==> src/rtl/frame_opcode_assembler_if.sv <==
// Symbol-in / framed-word-out bundle of frame_opcode_assembler.
// master drives the symbol stream, slave (the assembler) drives the framed words and status.
interface frame_opcode_assembler_if #(
  parameter int DIN_W  = 4,
  parameter int DOUT_W = 8
);
  logic [DIN_W-1:0]  din;
  logic              din_vld;
  logic [DOUT_W-1:0] dout;
  logic              dout_vld;
  logic              dout_sop;
  logic              dout_eop;
  logic              sync_hit;
  logic              frame_err;
  logic [15:0]       frame_cnt;

  modport master (
    output din, din_vld,
    input  dout, dout_vld, dout_sop, dout_eop, sync_hit, frame_err, frame_cnt
  );

  modport slave (
    input  din, din_vld,
    output dout, dout_vld, dout_sop, dout_eop, sync_hit, frame_err, frame_cnt
  );
endinterface

==> src/rtl/frame_opcode_assembler.sv <==
// Hunts a SYNC_PAT preamble in a DIN_W symbol stream, then packs PAYLOAD_WORDS DOUT_W words MSB-first
// with sop/eop; word out 1 clk after its last symbol; no backpressure. FRAME_TIMEOUT_EN adds a gap abort.
module frame_opcode_assembler #(
  parameter int                DIN_W         = 4,
  parameter int                SYNC_W        = 16,
  parameter logic [SYNC_W-1:0] SYNC_PAT      = 16'h55d5,
  parameter int                DOUT_W        = 8,
  parameter int                PAYLOAD_WORDS = 2,
  parameter int                TIMEOUT_CYC   = 256
) (
  input logic                   clk,
  input logic                   rst,
  frame_opcode_assembler_if.slave bus
);
  localparam int SYMS    = DOUT_W / DIN_W;
  localparam int SYM_CW  = (SYMS > 1) ? $clog2(SYMS) : 1;
  localparam int WORD_CW = (PAYLOAD_WORDS > 1) ? $clog2(PAYLOAD_WORDS) : 1;

  if ((DOUT_W % DIN_W) != 0 || (SYNC_W % DIN_W) != 0 || PAYLOAD_WORDS < 1 || TIMEOUT_CYC < 2) begin : g_bad_cfg
    $error("frame_opcode_assembler: illegal parameter combination");
  end

  typedef enum logic {HUNT, PAYLOAD} state_t;
  state_t state, state_nxt;

  logic [SYNC_W-1:0]       sreg;
  logic [SYNC_W+DIN_W-1:0] sreg_ext;
  logic [DOUT_W-1:0]       shadow;
  logic [DOUT_W+DIN_W-1:0] word_ext;
  logic [SYM_CW-1:0]       sym_cnt;
  logic [WORD_CW-1:0]      word_cnt;
  logic                    match, word_done, frame_done, abort;

  logic [DOUT_W-1:0] dout_q;
  logic              dout_vld_q, sop_q, eop_q, sync_hit_q, frame_err_q;
  logic [15:0]       frame_cnt_q;

  // Concatenate-then-truncate keeps the shift legal even when a word or preamble is one symbol wide.
  assign sreg_ext = {sreg, bus.din};
  assign word_ext = {shadow, bus.din};

`ifdef FRAME_TIMEOUT_EN
  localparam int GAP_CW = $clog2(TIMEOUT_CYC);
  logic [GAP_CW-1:0] gap_cnt;

  assign abort = (state == PAYLOAD) && !bus.din_vld && (gap_cnt == GAP_CW'(TIMEOUT_CYC - 1));

  always_ff @(posedge clk or posedge rst) begin
    if (rst)                                 gap_cnt <= '0;
    else if (state != PAYLOAD || bus.din_vld) gap_cnt <= '0;
    else                                     gap_cnt <= gap_cnt + 1'b1;
  end
`else
  assign abort = 1'b0;
`endif

  always_ff @(posedge clk or posedge rst) begin
    if (rst) state <= HUNT;
    else     state <= state_nxt;
  end

  always_comb begin
    state_nxt  = state;
    match      = 1'b0;
    word_done  = 1'b0;
    frame_done = 1'b0;
    case (state)
      HUNT: begin
        if (bus.din_vld && sreg_ext[SYNC_W-1:0] == SYNC_PAT) begin
          match     = 1'b1;
          state_nxt = PAYLOAD;
        end
      end
      PAYLOAD: begin
        if (bus.din_vld && sym_cnt == SYM_CW'(SYMS - 1)) begin
          word_done = 1'b1;
          if (word_cnt == WORD_CW'(PAYLOAD_WORDS - 1)) begin
            frame_done = 1'b1;
            state_nxt  = HUNT;
          end
        end
        if (abort) state_nxt = HUNT;
      end
      default: state_nxt = HUNT;
    endcase
  end

  always_ff @(posedge clk or posedge rst) begin
    if (rst) begin
      sreg        <= '0;
      shadow      <= '0;
      sym_cnt     <= '0;
      word_cnt    <= '0;
      dout_q      <= '0;
      dout_vld_q  <= 1'b0;
      sop_q       <= 1'b0;
      eop_q       <= 1'b0;
      sync_hit_q  <= 1'b0;
      frame_err_q <= 1'b0;
      frame_cnt_q <= '0;
    end else begin
      dout_vld_q  <= 1'b0;
      sop_q       <= 1'b0;
      eop_q       <= 1'b0;
      sync_hit_q  <= match;
      frame_err_q <= abort;
      if (state == HUNT) begin
        sym_cnt  <= '0;
        word_cnt <= '0;
        if (bus.din_vld) sreg <= sreg_ext[SYNC_W-1:0];
      end else if (abort) begin
        // Partial word is dropped; counters re-zero on the next HUNT cycle.
        sreg <= '0;
      end else if (bus.din_vld) begin
        shadow <= word_ext[DOUT_W-1:0];
        if (word_done) begin
          sym_cnt    <= '0;
          dout_q     <= word_ext[DOUT_W-1:0];
          dout_vld_q <= 1'b1;
          sop_q      <= (word_cnt == '0);
          eop_q      <= frame_done;
          if (frame_done) begin
            word_cnt    <= '0;
            sreg        <= '0;
            frame_cnt_q <= frame_cnt_q + 16'd1;
          end else begin
            word_cnt <= word_cnt + 1'b1;
          end
        end else begin
          sym_cnt <= sym_cnt + 1'b1;
        end
      end
    end
  end

  assign bus.dout      = dout_q;
  assign bus.dout_vld  = dout_vld_q;
  assign bus.dout_sop  = sop_q;
  assign bus.dout_eop  = eop_q;
  assign bus.sync_hit  = sync_hit_q;
  assign bus.frame_err = frame_err_q;
  assign bus.frame_cnt = frame_cnt_q;
endmodule

==> src/flat_wrapper.sv <==
// flat-port wrapper written by rule: the top's interface ports become plain ports
module frame_opcode_assembler_flat 
#(
  parameter int                DIN_W         = 4,
  parameter int                SYNC_W        = 16,
  parameter logic [SYNC_W-1:0] SYNC_PAT      = 16'h55d5,
  parameter int                DOUT_W        = 8,
  parameter int                PAYLOAD_WORDS = 2,
  parameter int                TIMEOUT_CYC   = 256
)
  (clk, rst, bus_din, bus_din_vld, bus_dout, bus_dout_vld, bus_dout_sop, bus_dout_eop, bus_sync_hit, bus_frame_err, bus_frame_cnt);
  frame_opcode_assembler_if #(.DIN_W(DIN_W), .DOUT_W(DOUT_W)) bus_i ();
  input logic clk;
  input logic rst;
  input wire logic [$bits(bus_i.din)-1:0] bus_din;
  input wire logic [$bits(bus_i.din_vld)-1:0] bus_din_vld;
  output wire logic [$bits(bus_i.dout)-1:0] bus_dout;
  output wire logic [$bits(bus_i.dout_vld)-1:0] bus_dout_vld;
  output wire logic [$bits(bus_i.dout_sop)-1:0] bus_dout_sop;
  output wire logic [$bits(bus_i.dout_eop)-1:0] bus_dout_eop;
  output wire logic [$bits(bus_i.sync_hit)-1:0] bus_sync_hit;
  output wire logic [$bits(bus_i.frame_err)-1:0] bus_frame_err;
  output wire logic [$bits(bus_i.frame_cnt)-1:0] bus_frame_cnt;
  assign bus_i.din = bus_din;
  assign bus_i.din_vld = bus_din_vld;
  assign bus_dout = bus_i.dout;
  assign bus_dout_vld = bus_i.dout_vld;
  assign bus_dout_sop = bus_i.dout_sop;
  assign bus_dout_eop = bus_i.dout_eop;
  assign bus_sync_hit = bus_i.sync_hit;
  assign bus_frame_err = bus_i.frame_err;
  assign bus_frame_cnt = bus_i.frame_cnt;
  frame_opcode_assembler #(.DIN_W(DIN_W), .SYNC_W(SYNC_W), .SYNC_PAT(SYNC_PAT), .DOUT_W(DOUT_W), .PAYLOAD_WORDS(PAYLOAD_WORDS), .TIMEOUT_CYC(TIMEOUT_CYC)) u_core (.clk(clk), .rst(rst), .bus(bus_i));
endmodule
==> config.mk <==
export PLATFORM = sky130hd
export DESIGN_NAME = frame_opcode_assembler_flat
export DESIGN_NICKNAME = d
export VERILOG_FILES = /design/src/rtl/frame_opcode_assembler_if.sv /design/src/rtl/frame_opcode_assembler.sv /design/src/flat_wrapper.sv
export SDC_FILE = /design/constraint.sdc
export NUM_CORES = 1
export LEC_CHECK = 0
export ABC_AREA = 1
export CAP_MARGIN = 20
export CELL_PAD_IN_SITES_DETAIL_PLACEMENT = 1
export CELL_PAD_IN_SITES_GLOBAL_PLACEMENT = 1
export CORE_MARGIN = 3
export CORE_UTILIZATION = 35
export DETAILED_ROUTE_END_ITERATION = 10
export PLACE_DENSITY = 0.83
export SLEW_MARGIN = 5
export SYNTH_ARGS = -nofsm -noshare
export SYNTH_HDL_FRONTEND = slang
export SYNTH_SLANG_ARGS = --single-unit
==> constraint.sdc <==
create_clock -name clk -period 1.44 [get_ports clk]
set_input_delay 0.288 -clock clk [delete_from_list [all_inputs] [get_ports clk]]
set_output_delay 0.288 -clock clk [all_outputs]
set_load 0.05 [all_outputs]
* Word-level counts from Yosys, hierarchy flattened
Cells that the tools add are included.
** Word-level totals
- Memory bits (writable) :: 0
- Bits in registers :: 47
- Bits in latches :: 0
- Memories :: 0
- Output and inout bits :: 29
- Memory bits (read-only) :: 0
** Cells by class
- Reduce and logical (&&, ||, !) cells :: 7
- Shift operators :: 0
- Div/mod/pow operators :: 0
- $add $sub $neg :: 3
- Magnitude comparators :: 0
- Multiplexer cells :: 31
- Multiply operators :: 0
- Bitwise logic cells :: 2
- Equal/unequal tests :: 4
** Operators by type and width (count)
- $mux W12 :: 5
- $mux W1 :: 25
- $add A16 B1 Y16 const B :: 1
- $eq A16 B15 Y1 const B :: 1
- $ne A2 B2 Y1 const B :: 3
- $reduce_and A3 Y1 :: 2
- $reduce_and A2 Y1 :: 2
- $reduce_and A4 Y1 :: 1
- $add A1 B1 Y1 const B :: 2
- $logic_and A1 B1 Y1 :: 2
- $not A1 Y1 :: 2
- $pmux W1 S2 :: 1

* Longest topological paths before layout
- Word-level depth :: 7
- Depth in mapped cells :: 8
- Gate-level depth less buffers :: 8

* Worst setup path after synthesis
OpenSTA, ideal clock, no wires.
- Path kind :: reg2reg
- Start point :: reg u_core.frame_cnt_q[0] (netlist: u_core.bus.frame_cnt[0])
- End point :: reg u_core.frame_cnt_q[12] (netlist: u_core.bus.frame_cnt[12])
- Arrival :: 1.499 ns
- Stages on the path, launching flop included :: 9
- Period minus slack after synthesis :: 1.619 ns
- Required time :: 1.320 ns
- Setup slack :: -0.179 ns
- Library setup time :: 0.120 ns
- Path through :: dfrtp_1 > ha_1 > inv_1 > nor2_1 > inv_1 > nor2_1 > nand2_1 > nand2_1 > nand2_1
** Between the ends
- Longest elaborated chain between the ends :: 1
** RTL lines
- start, declared :: line frame_opcode_assembler.sv:36 : logic [15:0] frame_cnt_q;
- start signal, assigned :: line frame_opcode_assembler.sv:125 : frame_cnt_q <= frame_cnt_q + 16'd1;
- $add A16 B1 Y16 :: line frame_opcode_assembler.sv:125
Every way passes these cells.
A chain may end at the register's enable or synchronous reset.

* Final worst setup path
- Start point :: reg u_core.frame_cnt_q[2] (netlist: u_core.bus.frame_cnt[2])
- End point :: reg u_core.frame_cnt_q[9] (netlist: u_core.bus.frame_cnt[9])
The elaborated chain is that of the path after synthesis.

==> flow_summary.toml <==
[routing]
top_layer = "met4"
ant_nets = 0
routed_via_density = 4.81
drt_iter0_markers = 63
drt_first_pass_iters = 4
wl_met1_mm = 2.24
drc_errors = 0
dr_wl_met3_um = 168
num_vias = 1781
wl_met2_mm = 3.10
wl_per_cell_um = 15.1
finalWirelength_mm = 5.60

[yosys]
avgSynthCellArea_um2 = 8.61
seq_area_frac_synth_pct = 56.0
syn_inst = 244
synth.distinct_cells = 22
synth.area.top_cells = "dfrtp_1 (56%), nand2_1 (17%), inv_1 (5.0%)"
synth_area_leader_cell = "dfrtp_1"
synth_seq_cells = 47
yosysWarnings = 0
syn_nets = 252
netlist.area_leader.share_pct = 56.0
syn-cell-area_um2 = 2100

[timing]
finalSetupViolations = 0
drv_slew = 0
fin_crit_sh_pct = 93.1
setup_tns_ps = 0
rsz0062_at_grt = "yes"
max_freq_mhz = 746
fin_crit_ps = 1340
fin_skew_ps = 6.04
final-hold-violation-count = 0

[critical_path]
end_kind = "flip-flop"
crit_top_cell = "nand2_1"
required_ps = 1640
crit_fanout = 11
cp_slowest_cell = "dfrtp_2"
reg2reg_slack_ps = 100
cp.arrival_ps = 1540
setup.worst_path.class = "reg -> reg"
crit_chain = "inv_1, nor2_2, nand2_1, nor2_4, nand2_1, nand2_1, nand2_1"
start_kind = "flip-flop"
slowest_delay_ps = 440

[power]
clkPwrFrac_pct = 34.0
power_density_nw_per_um2 = 764
p_int_mw = 1.74
ir_drop_uv = 440
swShare_pct = 24.4
power.switching_uw = 563
p_comb_share_pct = 6.0
power.leakage_nw = 1.49
pwr-share-seq_pct = 60.0

[status]
status = "finished, final reports clean"

[floorplan]
die-height_um = 83.5
die-area_um2 = 6970
ioPinCount = 36
rows = 27
core_um2 = 5640
start_util_pct = 37.2
die_x_um = 83.5

[final_layout]
utilization_pct = 53.5
n_antenna_cell = 0
area_growth_pct = 43.7
nFillCells = 627
nets = 305
drive_above_1_share_pct = 22.1

[grt]
grtUsageTotal_pct = 17.6
antenna_found_initial = 0
grt_pass1_vias = 2023
grt_first_pass_wirelength_mm = 9.80
grt-ovfl-total = 0
grt_max_degree = 48

[cts]
root_buffer = "clkbuf_8"
clk_pin_slew_ps = 90
cts_tree = "built"
cts_buffer_depth = 2
h-tree-depth = 2
cts_sinks = 47
insertion_delay_ps = 300
cts_buffers = 5

[hold_path]
min_path_type = "in -> reg"

[run]
drv_cap = 0

[placed_design]
io_buffers = 34
place.gp.congestion = 0.748
place_hpwl_mm = 4.30
-- layer usage --
metal  up-vias  track usage (%)
met4         0             6.73
met3         9             3.65
met2        32             32.6
li1        855                -
met1       885             19.6
met5         -                0
-- power groups by stage --
| stage | clock network [mW] | registers (mW) | logic [mW] |
|---|---|---|---|
| global placement | 0 | 1.41 | 0.135 |
| detailed placement | 0 | 1.41 | 0.143 |
| finish | 0.785 | 1.38 | 0.139 |
| floorplan | 0 | 1.40 | 0.0899 |
| CTS | 0.817 | 1.38 | 0.144 |
| global route | 0.880 | 1.39 | 0.162 |
-- critical path: cells and delay by family, from the launching register on --
family | cells | cell delay, ps
simple gates | 6 | 730
flops | 1 | 440
buf+inv | 1 | 70
-- cells in the mapped netlist --
cell,count
o21ai_2,1
a21oi_1,1
nand3b_1,8
nand4_4,1
clkbuf_8,1
xnor2_1,2
o21ai_0,16
conb_1,1
inv_1,28
xor2_1,3
dfrtp_1,47
xor2_2,1
buf_6,1
ha_1,1
nand3_1,8
nor2_4,2
nand2_1,93
buf_2,2
nor2_1,18
nand4_1,5
nor3_1,3
buf_4,1
-- cells in the final DEF, fill, tap and decap left out, types with 2 or more instances in the layout --
cell              n
nand2_1          93
nand3b_1          8
clkbuf_8          5
nand4_1           5
dfrtp_1          42
xnor2_1           2
nor2_2            2
xor2_1            3
nor3_1            3
o21ai_0          16
inv_1            27
nand3_1           8
dfrtp_2           5
clkinvlp_4        2
buf_4            16
clkdlybuf4s50_1   5
nor2_1           15
nor2_4            3
buf_12           29
-- path summary, 6_finish.rpt --
path | from | to | cells past startpoint
min in group asynchronous | rst | u_core.bus.frame_cnt[0]$_DFFE_PP0P_ | 3
setup / recovery | u_core.bus.frame_cnt[2]$_DFFE_PP0P_ | u_core.bus.frame_cnt[9]$_DFFE_PP0P_ | 7
setup reg to reg | u_core.bus.frame_cnt[2]$_DFFE_PP0P_ | u_core.bus.frame_cnt[9]$_DFFE_PP0P_ | 7
hold reg to reg | u_core.sreg[6]$_DFFE_PP0P_ | u_core.sreg[6]$_DFFE_PP0P_ | 2
max in group asynchronous | rst | u_core.bus.frame_cnt[2]$_DFFE_PP0P_ | 3
hold / removal | bus_din_vld | u_core.word_cnt$_DFFE_PP0P_ | 3
-- cell families after synthesis --
| logic type | count (synthesis) | share of synthesized area [%] |
|---|---|---|
| flops | 47 | 56.0 |
| compound gates | 18 | 4.47 |
| simple gates | 138 | 28.9 |
| xor+xnor | 6 | 2.86 |
| buf+inv | 33 | 7.03 |
| other cells | 1 | 0.179 |
| fa+ha+maj | 1 | 0.595 |
-- final cells by class --
class | instances | area [um2] | share of cell area, %
Clock buffer | 6 | 72.6 | 2.40
Clock inverter | 2 | 12.5 | 0.414
Inverter | 28 | 109 | 3.61
Multi-Input combinational cell | 164 | 790 | 26.1
Sequential cell | 47 | 1180 | 39.2
Tap cell | 72 | 90.1 | 2.98
Timing Repair Buffer | 51 | 763 | 25.3
-- state kept, by name (all words and copies together), names as in the netlist --
signal,cells
u_core.shadow,4
u_core.bus.frame_cnt,16
u_core.bus.dout_sop,1
u_core.bus.sync_hit,1
u_core.bus.dout_vld,1
u_core.sym_cnt,1
u_core.word_cnt,1
u_core.state,1
u_core.bus.dout,8
u_core.sreg,12
u_core.bus.dout_eop,1
-- metrics by stage --
step                      area, um2  setup slack, ps  std cells  hold WS [ps]  total power, mW
final                          3020             99.9        370           377             2.31
after global routing           3020            -38.2        370           390             2.43
after CTS                      3000             40.5        369           412             2.34
after detailed placement       2910             -226        361           461             1.55
after global placement         2910             -144        361           455             1.54
after floorplan                2110             17.3        244           311             1.49
-- timing repair --
| item | CTS | global route |
|---|---|---|
| gates resized for setup | 0 | 4 |
| hold buffers | 0 | 0 |
| setup endpoints to repair | 0 | 10 |
| setup buffers | 0 | 1 |
No activity file was read; power rests on OpenSTA's default activity.
